<file path="src/rtl/alu_pipe.sv">
// Registered ALU with valid/ready handshakes on input and output; single-entry output register.
// Define ALU_PIPE_MUL_EN to get the iterative shift-add multiplier for opcode 111 (otherwise it yields 0).
module alu_pipe #(
  parameter int WIDTH = 32
) (
  input  logic             clk,
  input  logic             rst,
  input  logic             InValid,
  output logic             InReady,
  input  logic [WIDTH-1:0] A,
  input  logic [WIDTH-1:0] B,
  input  logic [2:0]       ALUControl,
  output logic             OutValid,
  input  logic             OutReady,
  output logic [WIDTH-1:0] Result,
  output logic             OverFlow,
  output logic             Carry,
  output logic             Zero,
  output logic             Negative
);

  logic             idle;
  logic             outFree;
  logic             accept;
  logic             loadAlu;
  logic             loadMul;
  logic [WIDTH-1:0] mulRes;
  logic             mulCarry;

  logic [WIDTH-1:0] bOp;
  logic [WIDTH:0]   sum;
  logic [WIDTH-1:0] aluRes;
  logic             aluOv;
  logic             aluCarry;

  assign outFree = !OutValid || OutReady;
  assign InReady = idle && outFree;
  assign accept  = InValid && InReady;

  // SUB is A + ~B + 1, so Carry doubles as the unsigned "no borrow" flag.
  always_comb begin
    bOp      = (ALUControl == 3'b001) ? ~B : B;
    sum      = {1'b0, A} + {1'b0, bOp} + {{WIDTH{1'b0}}, (ALUControl == 3'b001)};
    aluRes   = '0;
    aluOv    = 1'b0;
    aluCarry = 1'b0;
    case (ALUControl)
      3'b000, 3'b001: begin
        aluRes   = sum[WIDTH-1:0];
        aluCarry = sum[WIDTH];
        aluOv    = (A[WIDTH-1] == bOp[WIDTH-1]) && (sum[WIDTH-1] != A[WIDTH-1]);
      end
      3'b010:  aluRes = A & B;
      3'b011:  aluRes = A | B;
      3'b100:  aluRes = A ^ B;
      3'b101:  aluRes = {{(WIDTH-1){1'b0}}, ($signed(A) < $signed(B))};
      3'b110:  aluRes = {{(WIDTH-1){1'b0}}, (A < B)};
      default: aluRes = '0;
    endcase
  end

`ifdef ALU_PIPE_MUL_EN
  localparam int CW = $clog2(WIDTH + 1);

  typedef enum logic [1:0] {IDLE, MUL, LOAD} state_t;

  state_t               state;
  state_t               nextState;
  logic [2*WIDTH-1:0]   mcand;
  logic [2*WIDTH-1:0]   prod;
  logic [WIDTH-1:0]     mplier;
  logic [CW-1:0]        count;
  logic                 isMul;

  assign isMul    = (ALUControl == 3'b111);
  assign idle     = (state == IDLE);
  assign loadAlu  = accept && !isMul;
  assign loadMul  = (state == LOAD) && outFree;
  assign mulRes   = prod[WIDTH-1:0];
  assign mulCarry = |prod[2*WIDTH-1:WIDTH];

  always_ff @(posedge clk) begin
    if (rst) state <= IDLE;
    else     state <= nextState;
  end

  always_comb begin
    nextState = state;
    case (state)
      IDLE:    if (accept && isMul) nextState = MUL;
      MUL:     if (count == CW'(1)) nextState = LOAD;
      LOAD:    if (outFree) nextState = IDLE;
      default: nextState = IDLE;
    endcase
  end

  // One shift-add step per cycle; the product is complete after WIDTH steps.
  always_ff @(posedge clk) begin
    if (rst) begin
      mcand  <= '0;
      prod   <= '0;
      mplier <= '0;
      count  <= '0;
    end else if (state == IDLE) begin
      if (accept && isMul) begin
        mcand  <= {{WIDTH{1'b0}}, A};
        prod   <= '0;
        mplier <= B;
        count  <= CW'(WIDTH);
      end
    end else if (state == MUL) begin
      if (mplier[0]) prod <= prod + mcand;
      mcand  <= mcand << 1;
      mplier <= mplier >> 1;
      count  <= count - CW'(1);
    end
  end
`else
  assign idle     = 1'b1;
  assign loadAlu  = accept;
  assign loadMul  = 1'b0;
  assign mulRes   = '0;
  assign mulCarry = 1'b0;
`endif

  // Output register only changes when a result loads; otherwise it holds under backpressure.
  always_ff @(posedge clk) begin
    if (rst) begin
      OutValid <= 1'b0;
      Result   <= '0;
      OverFlow <= 1'b0;
      Carry    <= 1'b0;
      Zero     <= 1'b0;
      Negative <= 1'b0;
    end else if (loadAlu) begin
      OutValid <= 1'b1;
      Result   <= aluRes;
      OverFlow <= aluOv;
      Carry    <= aluCarry;
      Zero     <= (aluRes == '0);
      Negative <= aluRes[WIDTH-1];
    end else if (loadMul) begin
      OutValid <= 1'b1;
      Result   <= mulRes;
      OverFlow <= 1'b0;
      Carry    <= mulCarry;
      Zero     <= (mulRes == '0);
      Negative <= mulRes[WIDTH-1];
    end else if (OutReady) begin
      OutValid <= 1'b0;
    end
  end

endmodule

</file>
<file path="config.mk">
export PLATFORM = sky130hd
export DESIGN_NAME = alu_pipe
export DESIGN_NICKNAME = d
export VERILOG_FILES = /design/src/rtl/alu_pipe.sv
export SDC_FILE = /design/constraint.sdc
export NUM_CORES = 1
export LEC_CHECK = 0
export ABC_AREA = 0
export CAP_MARGIN = 20
export CORE_UTILIZATION = 65
export DETAILED_ROUTE_END_ITERATION = 8
export DONT_BUFFER_PORTS = 1
export HOLD_SLACK_MARGIN = 0.03
export PLACE_DENSITY = 0.91
export SLEW_MARGIN = 20
export SYNTH_ARGS = -nofsm -noshare
export SYNTH_HDL_FRONTEND = slang
export SYNTH_SLANG_ARGS = --single-unit
</file>
<file path="constraint.sdc">
create_clock -name clk -period 6.2 [get_ports clk]
set_input_delay 0.31 -clock clk [delete_from_list [all_inputs] [get_ports clk]]
set_output_delay 0.31 -clock clk [all_outputs]
set_load 0.01 [all_outputs]
</file>
# ---- After elaboration in Yosys (flattened, before gate mapping)
# Cells that the tools add are included.
# W data, S select, Z words.
dict set report word_totals {
  regBits 37
  in_bits 71
  output_inout_bits 38
  elab_cells 36
}
dict set report classes {
  n_addsub 2
  magnitude_cmp 2
  eq_ne 8
  n_mux 6
  n_bitwise 4
  n_reduce_logical 8
}
# op n
set op_table {}
lappend op_table {{$pmux W32 S6} 1}
lappend op_table {{$lt A32 B32 Y1} 2}
lappend op_table {{$add A32 B32 Y33} 1}
lappend op_table {{$add A33 B1 Y33} 1}
lappend op_table {{$and A32 B32 Y32} 1}
lappend op_table {{$logic_not A32 Y1} 1}
lappend op_table {{$mux W32} 1}
lappend op_table {{$not A32 Y32} 1}
lappend op_table {{$or A32 B32 Y32} 1}
lappend op_table {{$xor A32 B32 Y32} 1}
lappend op_table {{$eq A3 B3 Y1 const B} 3}
lappend op_table {{$eq A3 B2 Y1 const B} 2}
lappend op_table {{$mux W1} 4}
lappend op_table {{$eq A3 B1 Y1 const B} 1}
lappend op_table {{$logic_not A3 Y1} 1}
lappend op_table {{$logic_and A1 B1 Y1} 2}
lappend op_table {{$reduce_bool A2 Y1} 1}
lappend op_table {{$reduce_or A2 Y1} 1}
lappend op_table {{$eq A1 B1 Y1} 1}
lappend op_table {{$logic_not A1 Y1} 1}
lappend op_table {{$logic_or A1 B1 Y1} 1}
lappend op_table {{$ne A1 B1 Y1} 1}

# ---- Logic depth before layout (Yosys ltp)
# Gate-level depths: netlist of the first run.
dict set report logic_depth {
  word_depth 7
  ltp_mapped 19
}

# ---- Worst setup path before layout of the first run
# Ideal clock, no wire load.
dict set report synth_timing {
  path_kind {input port to flip-flop}
  from {in ALUControl[2]}
  to {reg Zero}
  setup_ps 60
  arrival_ps 4521
  required_time_ps 6140
  path_slack_ps 1619
  stages 18
  path_cell_list {buf_4 or2_2 clkbuf_1 buf_4 nor2_1 buf_1 xnor2_1 ha_1 a21o_1 a211o_1 o211ai_4 mux2i_1 a211o_1 or4_4 nor4_2 nand4_1 nor4_2 a32o_1}
}
dict set report synth_between {
  elab_chain_len 6
  word_cells_on_any_way 13
  classes_between {add/sub: 2; eq/ne: 6; mux: 2; reduce/logical: 3}
}
# element line
set synth_lines {}
lappend synth_lines {{start: declaration} 12} ;# input logic [2:0] ALUControl,
lappend synth_lines {{$eq A3 B1 Y1} {42, 43, 47}}
lappend synth_lines {{$mux W32} 42} ;# bOp = (ALUControl == 3'b001) ? ~B : B;
lappend synth_lines {{$add A32 B32 Y33} 43} ;# sum = {1'b0, A} + {1'b0, bOp} + {{WIDTH{1'b0}}, (ALUControl == 3'b001)};
lappend synth_lines {{$add A33 B1 Y33} 43}
lappend synth_lines {{$pmux W32 S6 (*)} 47} ;# case (ALUControl)
lappend synth_lines {{$logic_not A32 Y1 (*)} 140} ;# Zero <= (aluRes == '0);
lappend synth_lines {{end signal: assignment} 140}
lappend synth_lines {{end signal: assignment} 147} ;# Zero <= (mulRes == '0);
lappend synth_lines {{end: declaration} 18} ;# output logic Zero,
# Every way passes the cells marked *; elsewhere a longest branch is shown, timed or not.
# A chain may end at the register's enable or synchronous reset.

# ---- Worst setup path in the final report of the first run
dict set report layout_timing {
  from {in ALUControl[1]}
  to {reg Zero}
}
# The elaborated chain is that of the path after synthesis.

==> results.cfg, run 1 <==
[run_status]
status = complete, no violations

[layout]
final_cell_mix = 130 x ha_1, 78 x inv_1, 78 x nor2_1, 53 x a21oi_1, 43 x xnor2_1
fillCellCount = 770
stdcell_area_mm2 = 0.00636
layout_commonest_cell = ha_1
area_growth_pct = 2.40
n_antenna_cell = 0
layout-drive-gt1-share_pct = 4.28
final_util_pct = 68.8
layout.nets = 995

[yosys]
ys_warn_count = 0
synth_flop_cell = dfxtp_1
synth_top_area_cell = ha_1
synth-async-reset-ratio_pct = 0
ys_ff_latch = 36
synthDominantCellAreaShare_pct = 26.2
syn_nets = 1022
syn_inst = 820
netlist_area_mm2 = 0.00621
ys_seq_area_share_pct = 11.6
synth_edf_count = 0
avgSynthCellArea_um2 = 7.57
ys_top_cells_by_area = ha_1 26%, dfxtp_1 12%, xnor2_1 6.1%
yosys.cell_types.count = 70

[timing]
fmax_mhz = 210
slew_headroom_pct = 48.6
finalSetupViolCount = 0
period_needed_ns = 4.75
fin_ws_ns = 1.45
tns_ns = 0
period_share_pct = 76.7
rsz0062_at_grt = false
tightest_slew_ns = 0.752
slew_violations = 0
hold_viol = 0
clock_skew_ns = 0.00545

[place]
place.gp.congestion = 0.978
place_area_mm2 = 0.00625
portBuffers = 0
dpl.hpwl_mm = 14.4
post-place-ws_ns = 1.34

[floorplanning]
start_util_pct = 67.2
dieArea_mm2 = 0.00995
io_pins = 109
die_h_um = 99.8
rows = 35
die_w_um = 99.8
core_mm2 = 0.00924

[cts]
h-tree-depth = 2
clockBufferDepth = 2
clk_pin_slew_ns = 0.08
clk_latency_ns = 0.28
cts-buffers-inserted = 5
postCtsSetupRepairBufs = 0
post_cts_resized = 0
cts_sinks = 36
cts_tree = done
cts-root-buf = clkbuf_8
cts_hold_buffers = 0

[critical_path]
worstSetupPathType = input pin to flip-flop
cp.arrival_ns = 4.99
crit_slowest_cell = nor2_4
critPathMaxStageDelay_ns = 0.70
crit_required_ns = 6.44
end_kind = flip-flop
critical_path.most_common_cell = a21oi_1
worstPathCellList = or2_2 > nor2_4 > xnor2_1 > ha_1 > a21oi_1 > o21ai_1 > a2111oi_0 > a21oi_1 > a311o_1 > a21oi_1 > nor4_1 > a211o_1 > nor4_2 > a32o_1
start_kind = input pin
crit_fanout = 31

[drt]
top_layer = met4
via_per_inst = 6.90
met1_length_mm = 7.90
dr.pass1.iters = 6
vias = 6366
final_antenna_net_count = 0
route.detailed.drc = 0
drt-wirelength-per-cell_um = 20.4
wl_met3_mm = 2.38
dr_wl_met2_mm = 7.94
routed_wl_mm = 18.8
drt_iter0_drc = 771

[pwr]
p_leak_nw = 2.90
p_per_area_mw_per_mm2 = 161
ir_drop_mv = 0.153

[global_route]
antenna_found_initial = 1
grt_usage_pct = 36.8
grt_pass1_wl_mm = 29.4
grt_overflow_total = 0
grt_max_degree = 44
grt_pass1_vias = 6105

[job]
maxCapViolations = 0

[hold_path]
holdCritPathClass = input pin to flip-flop
-- per-stage QoR --
| stage | total power, mW | hold slack [ns] | cells |
|---|---|---|---|
| final | 1.02 | 0.0893 | 923 |
| after global routing | 1.08 | 0.0836 | 923 |
| after CTS | 1.00 | 0.0849 | 923 |
| after detailed placement | 0.803 | 0.387 | 915 |
| after global placement | 0.780 | 0.382 | 915 |
| after floorplan | 0.687 | 0.439 | 820 |
-- power by group --
part           internal (mW)  switching [mW]
Combinational          0.212           0.338
Clock                  0.119          0.0828
Sequential             0.250          0.0222
-- critical path: cells and delay by family --
kind	cells	cell delay (ns)
xor gates and xnor gates	1	0.19
and+or+nand+nor	4	1.62
adders and majority gates	1	0.39
AOI/OAI and AO/OA	8	2.46
-- flip-flops by register name, indices dropped and copies added (netlist names) --
signal    flops
OverFlow      1
Result       32
Zero          1
OutValid      1
Carry         1
-- cell type report --
type	instances	area, um2	share of cell area, %
inverters	78	293	4.60
flip-flops and latches	36	721	11.3
clock buffers	6	72.6	1.14
multi-input cells	665	5020	79.0
clock inverters	2	35.0	0.551
well taps	129	161	2.54
repair buffers	7	52.6	0.826
-- logic make-up (layout without fill, tap and decap cells) --
family	count (synthesis)	count (layout)	synth area share [%]
buf+inv	119	93	7.70
mux	9	9	1.49
fa+ha+maj	131	131	26.5
xor+xnor	47	47	6.63
compound gates	234	234	26.0
flops	36	36	11.6
simple gates	244	244	20.0
-- cell usage after synthesis (11+ instances only) --
cell type / count
a211oi_1: 20
a21oi_1: 53
a22oi_1: 26
a31oi_1: 11
and3_1: 12
clkbuf_1: 21
dfxtp_1: 36
ha_1: 130
inv_1: 78
nand2_1: 36
nand3_1: 15
nand4_1: 11
nor2_1: 79
nor2b_1: 12
nor3_1: 27
nor4_1: 13
o21ai_0: 29
o22ai_1: 16
xnor2_1: 43
-- final timing paths --
kind | startpoint | end | slack, ns | cells after the start
setup / recovery | ALUControl[1] | Zero$_SDFFE_PP0P_ | 1.45 | 14
hold / removal | rst | Result[15]$_SDFFE_PP0P_ | 0.09 | 1
setup reg to reg | OutValid$_SDFFE_PP0P_ | Zero$_SDFFE_PP0P_ | 3.49 | 11
hold reg to reg | Carry$_SDFFE_PP0P_ | Carry$_SDFFE_PP0P_ | 0.50 | 2
-- metal layers --
metal,track usage (%),vias to the layer above
met5,0,-
met4,15.7,0
met2,57.9,469
met3,7.73,66
met1,48.3,2925
li1,-,2906
Note: power is estimated with default switching activity, not from simulation.
==> inputs of run 2 (changes only) <==
Clock period 6.2 ns to 4.4 ns, I/O delays scaled along.
==> run 2 against run 1 <==
  * Critical path depth grew 1
  * Critical path type unchanged
  * Global-route usage is essentially flat
  * Register-to-register slack lost 1.8 ns
  * Largest cell class unchanged
  * Largest power group unchanged
  * Setup slack lost 1.0 ns
  * Final cell count grew 0.54%
==> results.cfg, run 2 (synthesis gave the netlist of run 1 again) <==
[hold_path]
hp-start = InValid
hold_depth = 2
whs_endpoint = OutValid$_SDFFE_PP0P_
holdCritPathClass = input pin to flip-flop

[cts]
cts_tree = done
clk_pin_slew_ns = 0.08
cts_sinks = 36
postCtsSetupRepairBufs = 0
cts_hold_buffers = 1
h-tree-depth = 2
clk_latency_ns = 0.29
clockBufferDepth = 2
cts-root-buf = clkbuf_8
post_cts_resized = 0
cts-buffers-inserted = 5

[global_route]
grt_pass1_vias = 5911
grt_usage_pct = 36.8
grt_max_degree = 36
antenna_found_initial = 0
grt_pass1_wl_mm = 29.5
grt_overflow_total = 0

[pwr]
ir_drop_mv = 0.157
p_int_mw = 0.822
switching_power_mw = 0.621
combPwrFrac_pct = 53.7
finalPower_mw = 1.44
swShare_pct = 43.0
p_per_area_mw_per_mm2 = 226
clock_power_share_pct = 19.7
p_leak_nw = 2.93
p_seq_share_pct = 26.6

[layout]
fillCellCount = 797
fin_cells = 928
multi_input_area_mm2 = 0.00502
final_cell_mix = 130 x ha_1, 78 x inv_1, 78 x nor2_1, 53 x a21oi_1, 43 x xnor2_1
regMostFlops = Result
layout_commonest_cell = ha_1
register_area_um2 = 721
n_antenna_cell = 0
layout.nets = 1000
layout-drive-gt1-share_pct = 4.76
largest_reg_flops = 32
area_growth_pct = 3.04

[critical_path]
crit_slowest_cell = or4_4
reg2reg_from = OutValid$_SDFFE_PP0P_
worstPathCellList = or2_2 > nor2_4 > buf_4 > xnor2_1 > ha_1 > nand4_1 > nor4_2 > a22oi_4 > mux2i_1 > nand2_2 > or4_4 > nor4_2 > nand4_1 > nor4_2 > a32o_1
end_kind = flip-flop
reg2regPathDepth = 10
start_kind = input pin
r2r_slack_ns = 1.72
critPathMaxStageDelay_ns = 0.51
crit_fanout = 13
cp.arrival_ns = 4.22
worstSetupPathType = input pin to flip-flop
crit_required_ns = 4.64
critical_path.most_common_cell = nor4_2
r2r_end = Zero$_SDFFE_PP0P_

[place]
dpl.hpwl_mm = 14.5
portBuffers = 0
place.gp.congestion = 0.954
dp_cells = 919

[job]
maxCapViolations = 0

[drt]
dr.pass1.iters = 5
drt-wirelength-per-cell_um = 20.0
route.detailed.drc = 0
final_antenna_net_count = 0
vias = 6227
drt_iter0_drc = 467
via_per_inst = 6.71
routed_wl_mm = 18.6

[timing]
fmax_mhz = 251
tightest_slew_ns = 0.972
finalSetupViolCount = 0
slew_headroom_pct = 35.0
period_share_pct = 90.6
rsz0062_at_grt = false
tns_ns = 0
hold_viol = 0
clock_skew_ns = 0.0115
slew_violations = 0
period_needed_ns = 3.99

[floorplanning]
die_h_um = 99.8
rows = 35
io_pins = 109
dieArea_mm2 = 0.00995
start_util_pct = 67.2
die_w_um = 99.8
core_mm2 = 0.00924

[run_status]
status = complete, no violations
## run 2: cell type report
cell class,count,area share (%)
well taps,129,2.52
multi-input cells,665,78.5
clock inverters,2,0.547
inverters,78,4.57
repair buffers,12,1.45
clock buffers,6,1.13
flip-flops and latches,36,11.3
## run 2: worst max-delay path: cells and delay by family
family                   cells  cell delay [ns]
AO/OA/AOI/OAI                2             0.32
XOR/XNOR                     1             0.11
adder cells (fa/ha/maj)      1             0.45
buffers and inverters        1             0.27
multiplexers                 1             0.37
AND/OR/NAND/NOR              9             2.45
## run 2: through the flow
stage / worst slack (ns) / hold WS [ns] / area [um2] / util [%]
after floorplan: 0.0393 / 0.349 / 6210 / -
after global placement: 0.395 / 0.292 / 6280 / 68.0
after detailed placement: 0.284 / 0.294 / 6280 / 68.0
after CTS: 0.552 / 0.0717 / 6400 / 69.3
after global routing: 0.302 / 0.0539 / 6400 / 69.3
final: 0.412 / 0.0704 / 6400 / 69.3
## run 2: how the worst max path moves through the flow
stage	from	to	slack (ns)	cells past startpoint
6_report	ALUControl[1]	Zero$_SDFFE_PP0P_	0.41	15
5_1_grt	ALUControl[1]	Zero$_SDFFE_PP0P_	0.30	15
4_1_cts	ALUControl[1]	Zero$_SDFFE_PP0P_	0.55	15
3_5_place_dp	ALUControl[1]	Zero$_SDFFE_PP0P_	0.28	15
3_3_place_gp	ALUControl[1]	Zero$_SDFFE_PP0P_	0.40	15
2_1_floorplan	ALUControl[2]	Zero$_SDFFE_PP0P_	0.04	17
## run 2: power by group through the flow
stage          logic, mW  registers [mW]  clock network, mW
6_report           0.775           0.384              0.285
2_1_floorplan      0.584           0.385                  0
3_5_place_dp       0.743           0.391                  0
5_1_grt            0.844           0.387              0.305
4_1_cts            0.753           0.384              0.286
3_3_place_gp       0.722           0.390                  0
## run 2: metal layers
metal  global-route usage, %  wire length (um)
met5                       0                 0
met3                    6.96              2120
met2                    57.4              7930
met1                    51.5              8140
met4                    9.73               384
